<file path="src/rtl/morse_pkg.sv">
// Shared types and constants for the Morse receive path: FSM states,
// symbol limits, ASCII codes and unit-based thresholds.
package morse_pkg;

    typedef enum logic [1:0] {
        S_IDLE  = 2'd0,
        S_MARK  = 2'd1,
        S_SPACE = 2'd2,
        S_GAP   = 2'd3
    } state_t;

    localparam int         MAX_ELEM      = 6;
    localparam logic [7:0] ASCII_UNKNOWN = 8'h3F;
    localparam logic [7:0] ASCII_SPACE   = 8'h20;
    // Mark runs of at least DASH_FACTOR units are dashes; low runs of DASH_FACTOR
    // units end a character and WORD_FACTOR units end a word.
    localparam int         DASH_FACTOR   = 2;
    localparam int         WORD_FACTOR   = 5;

endpackage

</file>
<file path="src/rtl/morse_code_rom.sv">
// Combinational Morse lookup: element count plus right-aligned pattern
// (first element in the highest used bit, 1=dash) to ASCII; anything else is "?".
module morse_code_rom
    import morse_pkg::*;
(
    input  logic [2:0] i_len,
    input  logic [5:0] i_pat,
    output logic [7:0] o_char
);

    always_comb begin
        o_char = ASCII_UNKNOWN;
        case ({i_len, i_pat})
            9'b001_000000: o_char = "E";
            9'b001_000001: o_char = "T";
            9'b010_000000: o_char = "I";
            9'b010_000001: o_char = "A";
            9'b010_000010: o_char = "N";
            9'b010_000011: o_char = "M";
            9'b011_000000: o_char = "S";
            9'b011_000001: o_char = "U";
            9'b011_000010: o_char = "R";
            9'b011_000011: o_char = "W";
            9'b011_000100: o_char = "D";
            9'b011_000101: o_char = "K";
            9'b011_000110: o_char = "G";
            9'b011_000111: o_char = "O";
            9'b100_000000: o_char = "H";
            9'b100_000001: o_char = "V";
            9'b100_000010: o_char = "F";
            9'b100_000100: o_char = "L";
            9'b100_000110: o_char = "P";
            9'b100_000111: o_char = "J";
            9'b100_001000: o_char = "B";
            9'b100_001001: o_char = "X";
            9'b100_001010: o_char = "C";
            9'b100_001011: o_char = "Y";
            9'b100_001100: o_char = "Z";
            9'b100_001101: o_char = "Q";
            9'b101_000000: o_char = "5";
            9'b101_000001: o_char = "4";
            9'b101_000011: o_char = "3";
            9'b101_000111: o_char = "2";
            9'b101_001111: o_char = "1";
            9'b101_010000: o_char = "6";
            9'b101_011000: o_char = "7";
            9'b101_011100: o_char = "8";
            9'b101_011110: o_char = "9";
            9'b101_011111: o_char = "0";
            9'b110_010101: o_char = ".";
            default:       o_char = ASCII_UNKNOWN;
        endcase
    end

endmodule

</file>
<file path="src/rtl/morse_decoder.sv">
// Morse receiver: run-length FSM, symbol shift register and a one-deep char holding register.
// Optional MORSE_DEC_WORDSPACE_EN also emits " " when a word gap is detected.
module morse_decoder
    import morse_pkg::*;
#(
    parameter int UNIT  = 1,
    parameter int CNT_W = 8
) (
    input  logic       clk,
    input  logic       rst_n,
    input  logic       in,
    output logic [7:0] char_out,
    output logic       char_valid,
    input  logic       char_ready,
    output logic       ovf
);

    // Handshake: char_out is offered while char_valid=1 and is consumed on a rising edge
    // where char_valid & char_ready; it stays stable until then.
    localparam logic [CNT_W-1:0] DASH_TH = CNT_W'(DASH_FACTOR * UNIT);
    localparam logic [CNT_W-1:0] WORD_TH = CNT_W'(WORD_FACTOR * UNIT);

    state_t           r_state, w_state_nxt;
    logic [CNT_W-1:0] r_cnt, w_cnt_nxt, w_cnt_inc;
    logic [2:0]       r_len, w_len_nxt;
    logic [5:0]       r_pat, w_pat_nxt;
    logic             r_sym_ovf, w_sym_ovf_nxt;
    logic [7:0]       r_char;
    logic             r_valid, r_ovf;
    logic             w_emit;
    logic [7:0]       w_emit_char, w_rom_char, w_sym_char;

    morse_code_rom u_rom (
        .i_len  (r_len),
        .i_pat  (r_pat),
        .o_char (w_rom_char)
    );

    assign w_sym_char = r_sym_ovf ? ASCII_UNKNOWN : w_rom_char;
    assign w_cnt_inc  = (r_cnt == {CNT_W{1'b1}}) ? r_cnt : r_cnt + 1'b1;

    always_comb begin
        w_state_nxt   = r_state;
        w_cnt_nxt     = r_cnt;
        w_len_nxt     = r_len;
        w_pat_nxt     = r_pat;
        w_sym_ovf_nxt = r_sym_ovf;
        w_emit        = 1'b0;
        w_emit_char   = w_sym_char;
        case (r_state)
            S_IDLE: begin
                if (in) begin
                    w_state_nxt = S_MARK;
                    w_cnt_nxt   = CNT_W'(1);
                end
            end
            S_MARK: begin
                if (in) begin
                    w_cnt_nxt = w_cnt_inc;
                end else begin
                    if (r_len == 3'(MAX_ELEM)) begin
                        w_sym_ovf_nxt = 1'b1;
                    end else begin
                        w_len_nxt = r_len + 3'd1;
                        w_pat_nxt = {r_pat[4:0], (r_cnt >= DASH_TH)};
                    end
                    w_state_nxt = S_SPACE;
                    w_cnt_nxt   = CNT_W'(1);
                end
            end
            S_SPACE: begin
                if (in) begin
                    w_state_nxt = S_MARK;
                    w_cnt_nxt   = CNT_W'(1);
                end else begin
                    w_cnt_nxt = w_cnt_inc;
                    if (w_cnt_inc >= DASH_TH) begin
                        w_emit        = 1'b1;
                        w_len_nxt     = 3'd0;
                        w_pat_nxt     = 6'd0;
                        w_sym_ovf_nxt = 1'b0;
                        w_state_nxt   = S_GAP;
                    end
                end
            end
            S_GAP: begin
                if (in) begin
                    w_state_nxt = S_MARK;
                    w_cnt_nxt   = CNT_W'(1);
                end else begin
                    w_cnt_nxt = w_cnt_inc;
                    if (w_cnt_inc >= WORD_TH) begin
                        w_state_nxt = S_IDLE;
                        w_cnt_nxt   = '0;
`ifdef MORSE_DEC_WORDSPACE_EN
                        w_emit      = 1'b1;
                        w_emit_char = ASCII_SPACE;
`endif
                    end
                end
            end
            default: w_state_nxt = S_IDLE;
        endcase
    end

    always_ff @(posedge clk or negedge rst_n) begin
        if (!rst_n) begin
            r_state   <= S_IDLE;
            r_cnt     <= '0;
            r_len     <= 3'd0;
            r_pat     <= 6'd0;
            r_sym_ovf <= 1'b0;
        end else begin
            r_state   <= w_state_nxt;
            r_cnt     <= w_cnt_nxt;
            r_len     <= w_len_nxt;
            r_pat     <= w_pat_nxt;
            r_sym_ovf <= w_sym_ovf_nxt;
        end
    end

    // An emit that coincides with acceptance reloads the register instead of dropping.
    always_ff @(posedge clk or negedge rst_n) begin
        if (!rst_n) begin
            r_char  <= 8'h00;
            r_valid <= 1'b0;
            r_ovf   <= 1'b0;
        end else if (w_emit) begin
            if (r_valid && !char_ready) begin
                r_ovf <= 1'b1;
            end else begin
                r_char  <= w_emit_char;
                r_valid <= 1'b1;
            end
        end else if (r_valid && char_ready) begin
            r_valid <= 1'b0;
        end
    end

    assign char_out   = r_char;
    assign char_valid = r_valid;
    assign ovf        = r_ovf;

endmodule
</file>
<file path="config.mk">
export PLATFORM = sky130hd
export DESIGN_NAME = morse_decoder
export DESIGN_NICKNAME = d
export VERILOG_FILES = /design/src/rtl/morse_pkg.sv /design/src/rtl/morse_code_rom.sv /design/src/rtl/morse_decoder.sv
export SDC_FILE = /design/constraint.sdc
export NUM_CORES = 1
export LEC_CHECK = 0
export CORE_ASPECT_RATIO = 0.9
export CORE_MARGIN = 2
export CORE_UTILIZATION = 45
export DETAILED_ROUTE_END_ITERATION = 6
export GPL_TIMING_DRIVEN = 0
export HOLD_SLACK_MARGIN = 0.02
export SYNTH_ARGS = -nofsm -noshare
export SYNTH_HDL_FRONTEND = slang
export SYNTH_SLANG_ARGS = --single-unit
export TNS_END_PERCENT = 20
</file>
<file path="constraint.sdc">
create_clock -name clk -period 5.7 [get_ports clk]
set_input_delay 1.14 -clock clk [delete_from_list [all_inputs] [get_ports clk]]
set_output_delay 1.14 -clock clk [all_outputs]
set_load 0.03 [all_outputs]
</file>
==> impl_metrics.csv, run 1 <==
group,metric,value,unit
timing,fin_tns_setup,0,ps
global_routing,grt_pass1_wl,10200,um
yosys,synth_edf_count,0,
pwr,p_leak,0.982,nW
timing,fmax,325,MHz
critical_path,r2r-end,"char_out[6]",
job,drv_cap,0,
pwr,combPwrFrac,0.606,
timing,finalHoldViolations,0,
clock_tree,ctsHoldBuffers,0,
hold_path,hp-class,"reg2reg",
pwr,intPower,0.000641,W
floorplan,num_io_pins,14,
timing,period_minus_slack,3080,ps
timing,fin_skew,3.68,ps
clock_tree,cts_setup_buffers,0,
pwr,switching_power,0.000634,W
pwr,p_total,0.00128,W
yosys,synth-seq-cells,29,
critical_path,reg2reg_depth,8,
yosys,postSynthAreaPerCell,8.06,um^2
global_routing,grt_usage,0.223,
hold_path,hp-start,"ovf",
clock_tree,path_clk_slew,70,ps
critical_path,rrSetupSlack,3060,ps
timing,slew_headroom,0.399,
finish,num_antenna_cells,0,
yosys,yosysSeqAreaShare,0.315,
drt,wl_per_cell,15.6,um
critical_path,worstSetupStartpointType,"primary input",
clock_tree,cts_tree,"yes",
placed_design,numPortBuffers,12,
pwr,peakVddDrop,0.269,mV
critical_path,cp_slowest_cell,"clkdlybuf4s50_1",
floorplan,core,4890,um^2
clock_tree,clkSinkCount,29,
timing,finalMaxSlewViolations,0,
pwr,clockPowerShare,0.129,
global_routing,grt_overflow,0,
drt,drtIter0Drc,179,
floorplan,die_y,71.9,um
hold_path,whs_path_depth,1,
timing,hold_ws,484,ps
finish,nets,315,
pwr,p_sw_frac,0.497,
timing,tightest_slew,894,ps
global_routing,grt_pass1_vias,2068,
timing,rsz0062_at_grt,"false",
placed_design,placed_area,2510,um^2
drt,remaining_drc_errors,0,
finish,fin_util,0.529,
drt,wl,5780,um
finish,drive_gt1_frac,0.0980,
drt,ant_nets,0,
floorplan,die-area,5710,um^2
status,status,"complete, no violations",
finish,syn2layout_area_growth,12.3,%
clock_tree,clock_latency,280,ps
yosys,ys_types,66,
pwr,seq_power_share,0.265,
timing,setup_viol_count_final,0,
critical_path,criticalPathCategory,"in2reg",
clock_tree,h-tree-depth,2,
critical_path,endpoint_kind,"register",
timing,fin_crit_sh,0.540,
clock_tree,postCtsResizedCells,0,
critical_path,path_buf_inv,3,
finish,fin_area,2590,um^2
finish,layout_common_cells,"dfrtp_1 (29), nand2_1 (28), nor2_1 (24)",
pwr,cellPowerDensity,493,nW/um^2
drt,via_count,2253,
placed_design,hpwl,4180,um
floorplan,die-width,79.5,um
critical_path,cpPeakStageDelay,500,ps
yosys,netlist_area,2310,um^2
hold_path,holdPathEnd,"ovf",
drt,vias_per_cell,6.07,
yosys,async_reset_ff_frac,1.00,
yosys,synth-main-ff-cell,"dfrtp_1",
floorplan,core.rowCount,24,
critical_path,path_delay_family,"buffers and inverters",
yosys,ys_warn_count,0,
critical_path,path_max_fanout,9,
clock_tree,clockRootBuffer,"clkbuf_8",
clock_tree,cts_made_buffers,5,
yosys,syn_inst,286,
yosys,synth_nets,296,
critical_path,r2r_start,"r_cnt[0]",
critical_path,critPathRequiredTime,5870,ps
global_routing,grt_max_degree,30,
finish,final_common_cell,"dfrtp_1",
clock_tree,cts.path.max_buffers,2,
global_routing,antenna_found_initial,0,
drt,firstDrtPassIters,5,
critical_path,cp_cell_sequence,"clkdlybuf4s50_1 > nor2_1 > and3_1 > buf_1 > and2_0 > buf_2 > mux2_2",
placed_design,gp_congestion,0.917,
critical_path,arrival,3240,ps
floorplan,initial_core_util,0.471,
[cells in the mapped netlist (all sizes together) (3+ instances only)]
cell / number / area share
nand4: 5 / 0.014
nand2b: 4 / 0.011
nor3b: 4 / 0.013
a21oi: 22 / 0.048
o22a: 4 / 0.015
nor2b: 8 / 0.022
nand2: 28 / 0.046
nor4b: 3 / 0.021
buf: 8 / 0.017
o2111ai: 4 / 0.018
nand3b: 3 / 0.0098
inv: 6 / 0.0098
xnor2: 3 / 0.011
o21ai: 19 / 0.043
ha: 6 / 0.033
a31oi: 5 / 0.014
and2: 4 / 0.011
and3: 5 / 0.016
nand3: 13 / 0.028
o211ai: 3 / 0.0098
nor2: 24 / 0.039
nor3: 10 / 0.022
dfrtp: 29 / 0.31
a211oi: 4 / 0.015
clkbuf: 16 / 0.026
[final cells by class]
type	count	area [um^2]
clock buffer	5	68.8
buffer	24	98.8
tap	65	81.3
multi-input combinational	227	1460
sequential	29	726
fill	469	2310
timing repair buffer	12	115
clock inverter	3	17.5
inverter	6	22.5
[power by group through the flow]
stage                     logic [W]  registers, W  clock network (W)
final                      0.000772      0.000338           0.000165
after detailed placement   0.000754      0.000339                  0
after CTS                  0.000759      0.000336           0.000170
after global placement     0.000762      0.000339                  0
after floorplan            0.000521      0.000369                  0
after global routing       0.000846      0.000348           0.000182
[logic make-up after synthesis]
family	share of synthesized area
XOR/XNOR	0.0190
AND/OR/NAND/NOR	0.303
multiplexers	0.0141
flip-flops	0.315
adder cells (fa/ha/maj)	0.0326
AO/OA/AOI/OAI	0.263
buffers and inverters	0.0526
other	0.00163
[registers in the layout, summed over array words and instances, names as in the netlist]
name	count
r_cnt	8
char_out	7
r_pat	6
r_len	3
r_state	2
char_valid	1
ovf	1
r_sym_ovf	1
[stage by stage]
| step | cells | setup WS (ps) |
|---|---|---|
| CTS | 371 | 2630 |
| floorplan | 286 | 3170 |
| global placement | 363 | 2310 |
| global route | 371 | 2460 |
| finish | 371 | 2620 |
| detailed placement | 363 | 2330 |
[per-layer routing]
metal,up-vias,track usage,routed length [um]
met5,-,0,0
met4,0,0.0632,58
met3,10,0.0522,468
met2,99,0.300,2290
met1,1038,0.353,2960
li1,1106,-,-
[worst max-delay path by stage]
stage                     startpoint     endpoint  slack, ps  depth (start not counted)
after floorplan                   in  char_out[6]       3170                          6
after global placement            in  char_out[6]       2310                          7
after detailed placement          in  char_out[6]       2330                          7
after CTS                         in  char_out[6]       2630                          7
after global routing              in  char_out[6]       2460                          7
final                             in  char_out[6]       2620                          7
Power figures use the tool's default switching activity.
==> run 2, diff against run 1 <==
clock period = 2.9 ns   (was 5.7 ns; I/O delays follow)
==> results of run 2 <==
Same layout as run 1 (identical final DEF). Status: complete, no violations.
Main changes from that run: setup slack after placement 2330 ps -> 88.7 ps; setup slack after layout 2620 ps -> 262 ps; hold slack 484 ps -> 319 ps; start point of the critical path in -> r_cnt[0]; register-to-register setup slack 3060 ps -> 260 ps; total power 0.00128 W -> 0.00251 W; worst IR drop on VDD 0.269 mV -> 0.529 mV
==> run 3, diff against run 2 <==
CORE_UTILIZATION = 55   (was 45)
PLACE_DENSITY = 0.74   (was default)
SYNTH_HIERARCHICAL = 1   (was default)
==> run 3 against run 2 <==
Sequential share of layout area is 4.2 points lower. Register-to-register slack better by 110 ps. Combinational power is 45% higher. Largest cell class unchanged.
==> impl_metrics.csv, run 3 <==
group,metric,value,unit
critical_path,critPathRequiredTime,3050,ps
drt,ant_nets,0,
finish,drive_gt1_frac,0.159,
yosys,synth_top_area_cell,"dfrtp_1",
global_routing,grt_overflow,0,
yosys,synth_top_area_share,0.262,
critical_path,path_delay_family,"compound AO/OA/AOI/OAI gates",
global_routing,grt_max_degree,31,
floorplan,num_io_pins,14,
clock_tree,clkSinkCount,30,
placed_design,numPortBuffers,12,
job,drv_cap,0,
placed_design,gp_congestion,0.981,
critical_path,worstSetupStartpointType,"register",
timing,fin_tns_setup,0,ps
drt,wl_per_cell,18.7,um
critical_path,path_max_fanout,10,
timing,rsz0062_at_grt,"false",
yosys,yosysSeqAreaShare,0.262,
pwr,p_leak,1.27,nW
clock_tree,clock_latency,280,ps
timing,slew_headroom,0.521,
critical_path,cpPeakStageDelay,470,ps
timing,finalMaxSlewViolations,0,
clock_tree,h-tree-depth,2,
finish,num_antenna_cells,0,
yosys,synthTopCellsByArea,"dfrtp_1 (26%), nor2_1 (4.6%), a31oi_1 (3.9%)",
drt,wl,8150,um
clock_tree,cts.path.max_buffers,2,
floorplan,core,4920,um^2
status,status,"complete, no violations",
finish,nets,379,
yosys,yosysMostFrequentCell,"nor2_1",
yosys,syn_inst,352,
floorplan,core.rowCount,24,
critical_path,criticalPathCategory,"reg2reg",
drt,remaining_drc_errors,0,
yosys,synth-seq-cells,30,
clock_tree,postCtsResizedCells,0,
drt,via_count,2928,
timing,fin_crit_sh,0.873,
timing,tightest_slew,718,ps
drt,drtIter0Drc,331,
pwr,cellPowerDensity,1030,nW/um^2
yosys,postSynthAreaPerCell,8.15,um^2
finish,fin_area,3150,um^2
yosys,synth_nets,360,
placed_design,hpwl,5840,um
yosys,netlist_area,2870,um^2
timing,setup_viol_count_final,0,
drt,vias_per_cell,6.73,
global_routing,grt_pass1_vias,2703,
global_routing,antenna_found_initial,0,
yosys,netlist_top_cells_count,"nor2_1 (35), dfrtp_1 (30), nand2_1 (24)",
yosys,synth-main-ff-cell,"dfrtp_1",
timing,period_minus_slack,2530,ps
timing,finalHoldViolations,0,
finish,layout_common_cells,"nor2_1 (35), dfrtp_1 (30), nand2_1 (24)",
clock_tree,cts_tree,"yes",
yosys,ys_types,81,
yosys,synth_edf_count,0,
clock_tree,path_clk_slew,60,ps
finish,final_common_cell,"nor2_1",
hold_path,hp-class,"in2async",
yosys,ys_warn_count,6,
clock_tree,ctsHoldBuffers,0,
placed_design,placed_area,3070,um^2
global_routing,grt_usage,0.301,
floorplan,initial_core_util,0.583,
floorplan,die-area,5810,um^2
critical_path,endpoint_kind,"register",
critical_path,cp_cell_sequence,"ha_1 > nand2_1 > nor4b_1 > a211o_1 > a31oi_4 > and2_1 > buf_6 > buf_6 > a31oi_4",
critical_path,cp_slowest_cell,"dfrtp_1",
global_routing,grt_pass1_wl,13600,um
clock_tree,clockRootBuffer,"clkbuf_8",
critical_path,arrival,2680,ps
pwr,peakVddDrop,0.628,mV
floorplan,die_y,72.5,um
clock_tree,cts_made_buffers,5,
timing,fin_skew,2.97,ps
finish,syn2layout_area_growth,9.72,%
critical_path,path_buf_inv,2,
clock_tree,cts_setup_buffers,0,
drt,firstDrtPassIters,5,
floorplan,die-width,80.1,um
timing,fmax,395,MHz
yosys,async_reset_ff_frac,1.00,
==> run 3: cell types whose count changed after synthesis, moves of 5 or more <==
cell      before  now
clkbuf_1      16    9
nand3_1       13   19
nor4_1         2    9
nor2_1        24   35
o21ai_0       18   13
buf_6          0    8
a31oi_1        5   18
buf_4          1    6
==> run 3: worst paths after layout <==
check                         start           to  slack [ps]  cells past startpoint
setup / recovery           r_cnt[1]  char_out[5]         370                      9
hold / removal                rst_n  char_out[6]         350                      1
setup reg to reg           r_cnt[1]  char_out[5]         370                      9
hold reg to reg                 ovf          ovf         500                      1
max in group asynchronous     rst_n     r_pat[5]        2090                      1
min in group clk                ovf          ovf         500                      1
==> run 3: layout make-up <==
class / instances / area (um^2)
Buffer: 34 / 224
Clock buffer: 6 / 82.6
Fill cell: 447 / 1780
Inverter: 9 / 33.8
Multi-Input combinational cell: 279 / 1860
Sequential cell: 30 / 751
Tap cell: 65 / 81.3
Timing Repair Buffer: 12 / 115
==> run 3: cell families (layout without fill, tap and decap cells) <==
logic type,count (synthesis),after routing,synth area share
muxes,8,8,0.0292
other,1,1,0.00131
adders and majority gates,4,4,0.0174
xor gates and xnor gates,5,5,0.0153
buffers and inverters,43,61,0.0898
AOI/OAI and AO/OA,97,97,0.254
and+or+nand+nor,164,164,0.331
DFF,30,30,0.262
==> run 3: metal layers <==
| layer | part of all wire | GRT usage | wire length [um] | up-vias |
|---|---|---|---|---|
| li1 | - | - | - | 1353 |
| met4 | 0.016 | 0.0791 | 133 | 0 |
| met5 | 0 | 0 | 0 | - |
| met3 | 0.082 | 0.0697 | 669 | 20 |
| met1 | 0.47 | 0.451 | 3830 | 1414 |
| met2 | 0.43 | 0.435 | 3510 | 141 |
==> run 3: power breakdown <==
part           switching [W]  leakage (nW)  internal, W
logic                0.00136         0.846     0.000848
clock network       0.000157        0.0431     0.000183
registers           0.000150         0.379     0.000560
==> run 3: metrics by stage <==
step | hold slack (ps) | utilization | power (W) | instances | setup slack (ps)
final | 347 | 0.639 | 0.00326 | 435 | 368
after global routing | 407 | 0.639 | 0.00349 | 435 | 164
after CTS | 365 | 0.639 | 0.00322 | 435 | 387
after detailed placement | 470 | 0.623 | 0.00286 | 429 | 405
after global placement | 466 | 0.624 | 0.00285 | 429 | 450
after floorplan | 284 | - | 0.00231 | 352 | 773
